[config.mk]
export PLATFORM = sky130hd
export DESIGN_NAME = imem_loader_flat
export DESIGN_NICKNAME = d
export VERILOG_FILES = /design/src/rtl/imem_loader_if.sv /design/src/rtl/imem_loader.sv /design/src/flat_wrapper.sv
export SDC_FILE = /design/constraint.sdc
export NUM_CORES = 1
export LEC_CHECK = 0
export CAP_MARGIN = 30
export CORE_MARGIN = 5
export CORE_UTILIZATION = 35
export CTS_CLUSTER_DIAMETER = 100
export DETAILED_ROUTE_END_ITERATION = 10
export PLACE_DENSITY_LB_ADDON = 0.1
export SLEW_MARGIN = 20
export SYNTH_ARGS = -nofsm -noshare
export SYNTH_HDL_FRONTEND = slang
export SYNTH_SLANG_ARGS = --single-unit
[constraint.sdc]
create_clock -name clk -period 2.7 [get_ports clk]
set_clock_uncertainty 0.2 [all_clocks]
set_input_delay 0.405 -clock clk [delete_from_list [all_inputs] [get_ports clk]]
set_output_delay 0.405 -clock clk [all_outputs]
set_load 0.005 [all_outputs]
[src/rtl/imem_loader_if.sv]
// Byte-stream input and instruction-RAM write port of the program loader.
// The loader takes the slave side; the byte source and RAM take the master side.
interface imem_loader_if #(
  parameter int unsigned ADDR_W = 12
);
  logic [7:0]        byte_data;
  logic              byte_valid;
  logic              byte_ready;
  logic              wr_en;
  logic [ADDR_W-1:0] wr_addr;
  logic [31:0]       wr_data;

  modport master (
    output byte_data, byte_valid,
    input  byte_ready, wr_en, wr_addr, wr_data
  );

  modport slave (
    input  byte_data, byte_valid,
    output byte_ready, wr_en, wr_addr, wr_data
  );
endinterface

[src/rtl/imem_loader.sv]
// Instruction memory loader: assembles little-endian words from a byte stream, writes them
// sequentially from address 0, and holds the core in reset until the program is complete.
module imem_loader #(
  parameter int unsigned ADDR_W         = 12,
  parameter int unsigned TIMEOUT_CYCLES = 1024
) (
  input  logic            clk,
  input  logic            rst_n,
  input  logic            load_start,
  input  logic [ADDR_W:0] load_len,
  imem_loader_if.slave    bus,
  output logic            load_busy,
  output logic            load_done,
  output logic            load_err,
  output logic            core_rst_n
);

  localparam int unsigned     TmoW    = $clog2(TIMEOUT_CYCLES + 1);
  localparam logic [TmoW-1:0] TmoLast = TmoW'(TIMEOUT_CYCLES - 1);
  localparam logic [ADDR_W:0] MaxLen  = {1'b1, {ADDR_W{1'b0}}};

  localparam logic [2:0] StIdle  = 3'd0;
  localparam logic [2:0] StRecv  = 3'd1;
  localparam logic [2:0] StWrite = 3'd2;
  localparam logic [2:0] StDone  = 3'd3;
  localparam logic [2:0] StErr   = 3'd4;

  logic [2:0]      state_q, state_d;
  logic [ADDR_W:0] len_q, len_d;
  logic [ADDR_W:0] cnt_q, cnt_d;
  logic [1:0]      idx_q, idx_d;
  logic [31:0]     word_q, word_d;
  logic [TmoW-1:0] tmo_q, tmo_d;
  logic            accept;

  assign accept = (state_q == StRecv) && bus.byte_valid;

  always_comb begin
    state_d = state_q;
    len_d   = len_q;
    cnt_d   = cnt_q;
    idx_d   = idx_q;
    word_d  = word_q;
    tmo_d   = tmo_q;
    case (state_q)
      StIdle, StDone, StErr: begin
        if (load_start) begin
          if (load_len == '0) begin
            state_d = StDone;
          end else if (load_len > MaxLen) begin
            state_d = StErr;
          end else begin
            len_d   = load_len;
            cnt_d   = '0;
            idx_d   = '0;
            tmo_d   = '0;
            state_d = StRecv;
          end
        end
      end
      StRecv: begin
        if (accept) begin
          word_d[{idx_q, 3'b000} +: 8] = bus.byte_data;
          idx_d = idx_q + 2'd1;
          tmo_d = '0;
          if (idx_q == 2'd3) state_d = StWrite;
        end else if (tmo_q == TmoLast) begin
          // Stalled stream: drop the partial word rather than write garbage.
          state_d = StErr;
        end else begin
          tmo_d = tmo_q + 1'b1;
        end
      end
      StWrite: begin
        cnt_d   = cnt_q + 1'b1;
        state_d = (cnt_d == len_q) ? StDone : StRecv;
      end
      default: state_d = StIdle;
    endcase
  end

  always_ff @(posedge clk or negedge rst_n) begin
    if (!rst_n) begin
      state_q <= StIdle;
      len_q   <= '0;
      cnt_q   <= '0;
      idx_q   <= '0;
      word_q  <= '0;
      tmo_q   <= '0;
    end else begin
      state_q <= state_d;
      len_q   <= len_d;
      cnt_q   <= cnt_d;
      idx_q   <= idx_d;
      word_q  <= word_d;
      tmo_q   <= tmo_d;
    end
  end

  // Every output is a state decode or a register; nothing flows straight from an input.
  assign bus.byte_ready = (state_q == StRecv);
  assign bus.wr_en      = (state_q == StWrite);
  assign bus.wr_addr    = cnt_q[ADDR_W-1:0];
  assign bus.wr_data    = word_q;
  assign load_busy      = (state_q == StRecv) || (state_q == StWrite);
  assign load_done      = (state_q == StDone);
  assign load_err       = (state_q == StErr);
  assign core_rst_n     = (state_q == StDone);

endmodule

[src/flat_wrapper.sv]
// flat-port wrapper written by rule: the top's interface ports become plain ports
module imem_loader_flat 
#(
  parameter int unsigned ADDR_W         = 12,
  parameter int unsigned TIMEOUT_CYCLES = 1024
)
  (clk, rst_n, load_start, load_len, load_busy, load_done, load_err, core_rst_n, bus_byte_data, bus_byte_valid, bus_byte_ready, bus_wr_en, bus_wr_addr, bus_wr_data);
  imem_loader_if #(.ADDR_W(ADDR_W)) bus_i ();
  input  logic clk;
  input  logic rst_n;
  input  logic load_start;
  input  logic [ADDR_W:0] load_len;
  output logic load_busy;
  output logic load_done;
  output logic load_err;
  output logic core_rst_n;
  input wire logic [$bits(bus_i.byte_data)-1:0] bus_byte_data;
  input wire logic [$bits(bus_i.byte_valid)-1:0] bus_byte_valid;
  output wire logic [$bits(bus_i.byte_ready)-1:0] bus_byte_ready;
  output wire logic [$bits(bus_i.wr_en)-1:0] bus_wr_en;
  output wire logic [$bits(bus_i.wr_addr)-1:0] bus_wr_addr;
  output wire logic [$bits(bus_i.wr_data)-1:0] bus_wr_data;
  assign bus_i.byte_data = bus_byte_data;
  assign bus_i.byte_valid = bus_byte_valid;
  assign bus_byte_ready = bus_i.byte_ready;
  assign bus_wr_en = bus_i.wr_en;
  assign bus_wr_addr = bus_i.wr_addr;
  assign bus_wr_data = bus_i.wr_data;
  imem_loader #(.ADDR_W(ADDR_W), .TIMEOUT_CYCLES(TIMEOUT_CYCLES)) u_core (.clk(clk), .rst_n(rst_n), .load_start(load_start), .load_len(load_len), .bus(bus_i), .load_busy(load_busy), .load_done(load_done), .load_err(load_err), .core_rst_n(core_rst_n));
endmodule
---- Word-level counts from Yosys, hierarchy flattened ----
Index checks and enable logic that the tools add are counted.
word-level totals
  register bits ........................... 74
  bits of input ports ..................... 25
  output and inout port bits .............. 50
  word-level logic and storage cells ...... 66
cells by class
  add/sub/neg operators ................... 4
  $lt $le $gt $ge ......................... 1
  equality and inequality tests ........... 14
  shift-type cells ........................ 2
  multiplexer cells ....................... 24
  bitwise gates (word level) .............. 2
  reductions and logical operators ........ 13
operator list
  kind                                                                     number
  11-bit 2-to-1 mux                                                        5
  13-bit 2-to-1 mux                                                        3
  32-bit bitwise mux                                                       1
  8-bit by 7-bit variable shift with 32-bit output, first input constant   1
  8-bit by 7-bit indexed part select with 32-bit output                    1
  13-bit case mux with 2 select lines                                      1
  11-bit case mux with 2 select lines                                      1
  3-bit 2-to-1 mux                                                         6
  13-bit by 1-bit adder with 13-bit output, second input constant          1
  13-bit equality test                                                     1
  13-bit greater-than comparator, second input constant                    1
  13-bit logical NOT                                                       1
  11-bit by 1-bit adder with 11-bit output, second input constant          1
  11-bit by 10-bit equality test with 1-bit output, second input constant  1
  2-bit 2-to-1 mux                                                         5
  5-bit AND reduction                                                      2
  3-bit case mux with 3 select lines                                       1
  4-bit AND reduction                                                      2
  5-bit negation with 7-bit output                                         1
  3-bit by 2-bit equality test with 1-bit output, second input constant    2
  2-bit != test, second input constant                                     3
  2-bit case mux with 2 select lines                                       1
  2-bit nonzero test                                                       2
  3-bit by 1-bit equality test with 1-bit output, second input constant    1
  14 further kinds                                                         15

---- Logic depth before layout (Yosys ltp) ----
Gate-level depths: netlist of run 1.
  depth in word-level cells ............... 5
  mapped depth ............................ 9
  mapped depth without buffers ............ 7

---- Least setup slack after synthesis of run 1 ----
No wires, ideal clock.
  path type ............................... input to register
  start ................................... in load_len[1]
  end ..................................... reg u_core.len_q[10]
  setup time .............................. 125 ps
  arrival time ............................ 2238 ps
  data required time ...................... 2375 ps
  path slack .............................. 137 ps
  cell stages on the path ................. 6
  buffers on the path ..................... 2
  cell sequence ........................... or4_1 -> o31a_1 -> nor3_2 -> buf_6 -> buf_2 -> mux2_2
on the way
  longest elaborated chain between the ends .. 3
  elaborated cells between the ends (all ways) .. 5
  classes of those cells .................. 1 x order compare; 2 x bitwise; 2 x reduce/logical
ends and longest elaborated chain
  element                                                                      line                                  RTL
  start, declared                                                              flat_wrapper.sv:12                    input logic [ADDR_W:0] load_len;
  13-bit greater-than comparator / 13-bit logical NOT (equally long branches)  imem_loader.sv:50, imem_loader.sv:48
  1-bit NOT (no line)                                                          --
  4-bit AND reduction (no line) *                                              --
  end signal, assigned                                                         imem_loader.sv:92                     len_q <= len_d;
  end, declared                                                                imem_loader.sv:29                     logic [ADDR_W:0] len_q, len_d;
Every way passes the cells marked *; elsewhere a longest branch is shown, timed or not.
A chain may end at the register's enable or synchronous reset.

---- Worst setup path in the final report of run 1 ----
  start ................................... in load_len[0]
  end ..................................... reg u_core.tmo_q[8]
on the way
  longest elaborated chain between the ends .. 3
  elaborated cells between the ends (all ways) .. 5
  classes of those cells .................. 1 x order compare; 2 x eq/ne; 2 x reduce/logical
ends and longest elaborated chain
  element                                                                      line                                  RTL
  13-bit greater-than comparator / 13-bit logical NOT (equally long branches)  imem_loader.sv:50, imem_loader.sv:48
  2-bit != test (no line)                                                      --
  5-bit AND reduction (no line) *                                              --
  end signal, assigned                                                         imem_loader.sv:96                     tmo_q <= tmo_d;
  end, declared                                                                imem_loader.sv:33                     logic [TmoW-1:0] tmo_q, tmo_d;
Marked as above.

==> impl_results.md, run 1 <==
* Status: finished, final reports clean
* H-tree depth at 3
* Reg area at 0.00185 mm²
* Initial antenna violation count at 0
* I/O pins at 75
* Syn_nets at 461
* Vias at approximately 3,300
* CP Cell Sequence: clkdlybuf4s50_1 -> or4_4 -> o31a_1 -> buf_6 -> o31ai_4 -> nand2_1 -> or3_1 -> a21oi_1
* Worst Path Max Fanout at 3
* Crit share post-route at 97.5%
* Hold Path End: u_core.len_q[8]$_DFFE_PN0P_
* GP Congestion at 0.811
* Required time of the critical path at 2.76 ns
* RR Startpoint: u_core.state_q[0]$_DFFE_PN0P_
* TritonCTS Buffers at 9
* Fill cell count at 1,064
* Global-route wire length before repair at roughly 17,000 µm
* Main area contributors after synthesis: dfrtp_1 (47%), nand2_1 (9.1%), o21ai_0 (7.6%)
* Worst slew margin at 47.0%
* Post-synth top cells: nand2_1 (95), dfrtp_1 (74), o21ai_0 (60)
* Post-DR wirelength/cell at 14.9 µm
* Critical path's largest stage delay at 0.58 ns
* Fin. max-slew vios at 0
* Delay-heaviest family, CP: simple AND/OR/NAND/NOR gates
* Area leader, netlist: dfrtp_1
* Clock power frac at 25.3%
* R2r worst-path depth at 7
* Hold path cells at 2
* Max VDD drop at 0.368 mV
* Crit Path Class: input port to register
* Initial core utilization at a little over a third
* WP data arrival at 2.69 ns
* Placed Area at 0.00489 mm²
* Synth Register Bits at 74
* Slowest cell on the critical path: or4_4
* Die area at 0.0135 mm²
* Routed Antenna Nets at 0
* Number of global-route vias before repair at 3,305
* Final hold slack at 0.168 ns
* Rows at 38
* Max-Cap Viols at 0
* Worst skew pair latency at 0.33 ns
* Reg clk slew, reported paths at roughly 0.060 ns
* Reg2Reg Setup Slack at 0.23 ns
* Reg2reg end: u_core.tmo_q[9]$_DFFE_PN0P_
* CTS Sinks at 74
* Detail Placement HPWL at 7360 µm
* Die Span Y at 116 µm
* Total track usage at between 10% and 20%
* Internal at 3160 µW
* EDFF count, synth at 0
* Crit path launch: load_len[0]
* WP buf/inv at 2
* Antenna cells at 0
* NumNets Final at 545
* Setup Viol. Count Final at 0
* Setup_tns at 0 ns
* Synthesized cell area at 0.00394 mm²
* Sw Ratio at about a third
* DRC Markers at 0
* Chip width at 116 µm
* Core Area at 0.0109 mm²
* Clock Tree Root: clkbuf_16
* CP startpoint kind: input port
* Syn avg cell area at 9.18 µm²
* RSZ-0062 raised after global routing: no
* Number of distinct library cells after synthesis at 53
* PwrDens at 905 mW/mm²
* P_leak at 0.00216 µW
* Post-Syn Instances at between 400 and 500
* Sequential-to-total area share from yosys stat at 47.0%
* Yosys warnings at 0
* Initial detailed-routing violation count at 150
* Final Util at 47.8%
* Final WL at 9760 µm
* 1st-pass router iterations at 5
* Fraction of power consumed by sequential logic at a little over a third
* Count leader, synth: nand2_1
* Most common flop cell mapped by yosys: dfrtp_1
* Pre-CTS WS at -0.358 ns
* Vias per cell at 4.98
* CP Capture Type: register
* Multi-input logic area at ~0.0019 mm²
* Comb pwr share at 38.8%
* Bufs on Longest Clock Path at 2
* Port buffer count at 74
* Worst-Margin Slew at approximately 0.80 ns
* Worst Min Path Start: load_len[8]
* Min-Delay Path Class: input port to register
* Layout cells sized above 1 at 14.9%
* Asr flop ratio synth at 100%
* Area delta synth->final at 32.7%
* Largest net degree at the start of global routing at 43
* Max Clock Freq at 0.380 GHz
* Post-layout min period at between 2 and 3 ns
* Final instance area at around 0.0052 mm²
* Final worst setup slack at 0.0686 ns
* Global route overflow at 0
* Fin. Hold Viols at 0
* CTS tree: done
* Area share of the largest cell type after synthesis at 47.0%
* Net Sw Power at 1570 µW
[sequential cells by signal (all words and copies together), names as in the netlist]
name and cells:
u_core.len_q 13, u_core.cnt_q 13, u_core.bus.wr_data 32, u_core.idx_q 2, u_core.tmo_q 11, u_core.state_q 3
[cell type report]
| class | count | share of cell area (%) |
|---|---|---|
| clock buffer | 10 | 4.57 |
| clock inverter | 5 | 1.05 |
| inverter | 7 | 0.503 |
| multi-input combinational | 315 | 35.9 |
| sequential | 74 | 35.5 |
| tap | 140 | 3.35 |
| timing repair buffer | 106 | 19.2 |
[logic make-up (layout without fill, tap and decap cells)]
family                   count (synthesis)  in the layout  share of synthesized area [%]
XOR/XNOR                                20             20                           4.45
flip-flops                              74             74                           47.0
AND/OR/NAND/NOR                        174            174                           21.0
multiplexers                            18             18                           5.05
buffers and inverters                   40            128                           5.69
AO/OA/AOI/OAI                           96             96                           14.6
adder cells (fa/ha/maj)                  7              7                           2.22
[cells in the final DEF, fill, tap and decap left out, drive strengths merged, types with 3 or more instances in the layout]
master,instances
o31ai,7
nand2,95
o21ai,61
mux2,15
dfrtp,74
nor3b,4
mux2i,3
clkdlybuf4s50,71
buf,32
xor2,9
nand3,9
or4,5
nand4,10
nand2b,3
a31oi,4
nor2,27
xnor2,11
nor3,6
a21oi,8
clkbuf,10
or3,3
inv,7
ha,7
[power groups by stage]
stage	logic (µW)	registers (µW)	clock network (µW)
global route	2070	1760	1270
floorplan	1050	1660	0
CTS	1850	1700	1220
finish	1840	1700	1200
global placement	1820	1710	0
detailed placement	1840	1720	0
[worst max path at each step]
stage	to	cells after the start
6_report	u_core.tmo_q[8]$_DFFE_PN0P_	8
5_1_grt	u_core.tmo_q[6]$_DFFE_PN0P_	9
4_1_cts	u_core.tmo_q[9]$_DFFE_PN0P_	8
3_5_place_dp	u_core.tmo_q[9]$_DFFE_PN0P_	8
3_3_place_gp	u_core.tmo_q[9]$_DFFE_PN0P_	8
2_1_floorplan	u_core.len_q[10]$_DFFE_PN0P_	6
[metal layers]
metal	vias to the layer above	GRT usage, %	share of wire (%)
met5	-	0	0
met4	0	5.26	0.63
met3	4	3.71	5.5
met2	76	23.3	44
met1	1548	22.4	50
li1	1644	-	-
[what timing repair did]
item	4_1_cts	5_1_grt
hold endpoints to repair	32	0
setup buffers	1	0
endpoints found under the setup margin	1	16
resized for setup	0	9
pin swaps	5	7
hold buffers	1	0
[through the flow]
stage	std cells	power (µW)
after global placement	640	3530
final	657	4730
after global routing	657	5090
after floorplan	429	2710
after CTS	657	4770
after detailed placement	640	3560
Note: power is estimated with default switching activity, not from simulation.
==> inputs of run 2 (changes only) <==
Clock period 2.7 ns to 2.6 ns, I/O delays scaled along.
==> impl_results.md, run 2 (same netlist as run 1, synthesis figures left out) <==
* Bufs on Longest Clock Path at 2 (unchanged)
* # placed instances at 648 (+1.3%)
* Number of global-route vias before repair at 3,397 (+2.8%)
* Core Area at 0.0109 mm² (unchanged)
* Post-layout min period at 2.54 ns
* Chip width at 116 µm (unchanged)
* CP startpoint kind: input port
* NumNets Final at 558 (+2.4%)
* PwrDens at 925 mW/mm² (+2.2%)
* Total track usage at 15.7% (+0.058 points)
* Post-DR wirelength/cell at 14.9 µm (+0.25%)
* H-tree depth at 3 (unchanged)
* RSZ-0062 raised after global routing: no
* Critical path's largest stage delay at 0.47 ns (-0.11 ns)
* Port buffer count at 74 (unchanged)
* DRC Markers at 0 (unchanged)
* Rows at 38 (unchanged)
* Initial antenna violation count at 0 (unchanged)
* Crit share post-route at 97.6%
* Worst-Margin Slew at 0.608 ns (-0.187 ns)
* Global route overflow at 0 (unchanged)
* Max Clock Freq at 0.394 GHz
* Final Instance Count excl. Fillers at 671 (+2.1%)
* Antenna cells at 0 (unchanged)
* Most common cell after layout, fill and taps aside: nand2_1
* Fin. Hold Viols at 0 (unchanged)
* Final hold slack at 0.134 ns (-0.0343 ns)
* Worst Path Max Fanout at 8 (+5)
* Area delta synth->final at 35.2%
* WP data arrival at 2.55 ns (-0.14 ns)
* Worst skew pair latency at 0.33 ns (about the same)
* P_leak at 0.00226 µW (+4.6%)
* Status: finished, final reports clean
* Slowest cell on the critical path: or4_4
* RR Startpoint: u_core.cnt_q[1]$_DFFE_PN0P_
* Initial detailed-routing violation count at 107 (-29%)
* 1st-pass router iterations at 4 (-1)
* Worst slew margin at 59.4% (+12 points)
* Max-Cap Viols at 0 (unchanged)
* R2r worst-path depth at 7 (unchanged)
* Critical Path Most Common Cell: buf_4
* Fill cell count at 1,073 (+0.85%)
* Reg clk slew, reported paths at 0.06 ns (about the same)
* Largest net degree at the start of global routing at 32 (-26%)
* GP Congestion at 0.833 (+2.7%)
* CTS Sinks at 74 (unchanged)
* Initial core utilization at 36.0% (unchanged)
* Vias per cell at 4.97 (-0.14%)
* Final instance area at 0.00533 mm² (+1.9%)
* Reg2Reg Setup Slack at 0.20 ns (-0.03 ns)
* Overall power at 4930 µW (+4.1%)
* CP endpoint: u_core.len_q[7]$_DFFE_PN0P_
* I/O pins at 75 (unchanged)
* Crit Path Class: input port to register
* TritonCTS Buffers at 9 (unchanged)
* Detail Placement HPWL at 7370 µm (+0.17%)
* Vias at 3,337 (+2.0%)
* Layout cells sized above 1 at 17.3% (+2.4 points)
* Die Span Y at 116 µm (unchanged)
* CP Cell Sequence: clkdlybuf4s50_1 -> or4_4 -> o31a_1 -> nor3_2 -> buf_4 -> buf_4 -> mux2_2
* Most frequent cells in the layout: nand2_1 (95), dfrtp_1 (72), clkdlybuf4s50_1 (61)
* Fin. max-slew vios at 0 (unchanged)
* Die area at 0.0135 mm² (unchanged)
* CP Capture Type: register
* Clock Tree Root: clkbuf_16
* Required time of the critical path at 2.62 ns (-0.14 ns)
* Placed Area at 0.00496 mm² (+1.5%)
* CTS tree: done
* Final WL at 9990 µm (+2.4%)
* Routed Antenna Nets at 0 (unchanged)
* Min-Delay Path Class: input port to register
* Max VDD drop at 0.477 mV (+30%)
* Crit path launch: load_len[11]
* Setup Viol. Count Final at 0 (unchanged)
* Reg2reg end: u_core.state_q[1]$_DFFE_PN0P_
* Number of flip-flops in the largest register at 32 (unchanged)
* Global-route wire length before repair at 16,800 µm (+0.29%)
run 2: timing repair:
action,4_1_cts,5_1_grt
hold buffers,1,0
pin swaps,11,11
hold endpoints to repair,24,0
buffers inserted,3,4
setup endpoints to repair,25,26
resized for setup,13,7
run 2: layout make-up:
class	instances	area [µm²]	area share [%]
inverters	7	26.3	0.493
clock buffers	9	225	4.23
well taps	140	175	3.29
flip-flops and latches	74	1850	34.8
repair buffers	119	1110	20.9
multi-input cells	315	1870	35.1
clock inverters	7	61.3	1.15
run 2: worst min path at each step:
stage	from	endpoint	slack, ns	cells past startpoint
floorplan	rst_n	u_core.bus.wr_data[0]$_DFFE_PN0P_	-0.11	0
global placement	rst_n	u_core.bus.wr_data[29]$_DFFE_PN0P_	0.22	1
detailed placement	rst_n	u_core.bus.wr_data[29]$_DFFE_PN0P_	0.23	1
CTS	load_len[8]	u_core.len_q[8]$_DFFE_PN0P_	0.23	2
global route	load_len[1]	u_core.len_q[1]$_DFFE_PN0P_	0.14	2
finish	load_len[1]	u_core.len_q[1]$_DFFE_PN0P_	0.13	2
run 2: where the power goes:
group | switching (µW) | total (µW) | internal, µW
Clock | 541 | 1210 | 665
Sequential | 269 | 1760 | 1490
Combinational | 898 | 1960 | 1060
run 2: layer usage:
| layer | vias to the layer above | routed length (µm) | share of wire (%) | GRT usage (%) |
|---|---|---|---|---|
| met5 | - | 0 | 0 | 0 |
| met2 | 60 | 4400 | 44 | 24.8 |
| li1 | 1672 | - | - | - |
| met4 | 0 | 155 | 1.6 | 4.87 |
| met3 | 11 | 468 | 4.7 | 2.82 |
| met1 | 1594 | 4970 | 50 | 22.0 |
run 2: worst max-delay path: cells and delay by family:
kind	cells	cell delay (ns)
multiplexers	1	0.35
AND/OR/NAND/NOR	2	0.70
buffers and inverters	3	0.77
AO/OA/AOI/OAI	1	0.35
run 2: metrics by stage:
| step | TNS [ns] | setup slack, ns | utilization, % |
|---|---|---|---|
| floorplan | 0 | 0.0519 | - |
| global placement | -10.81 | -0.382 | 45.4 |
| detailed placement | -12.25 | -0.426 | 45.4 |
| CTS | 0 | 0.00387 | 48.3 |
| global route | 0 | 0.00181 | 48.7 |
| finish | 0 | 0.0620 | 48.7 |
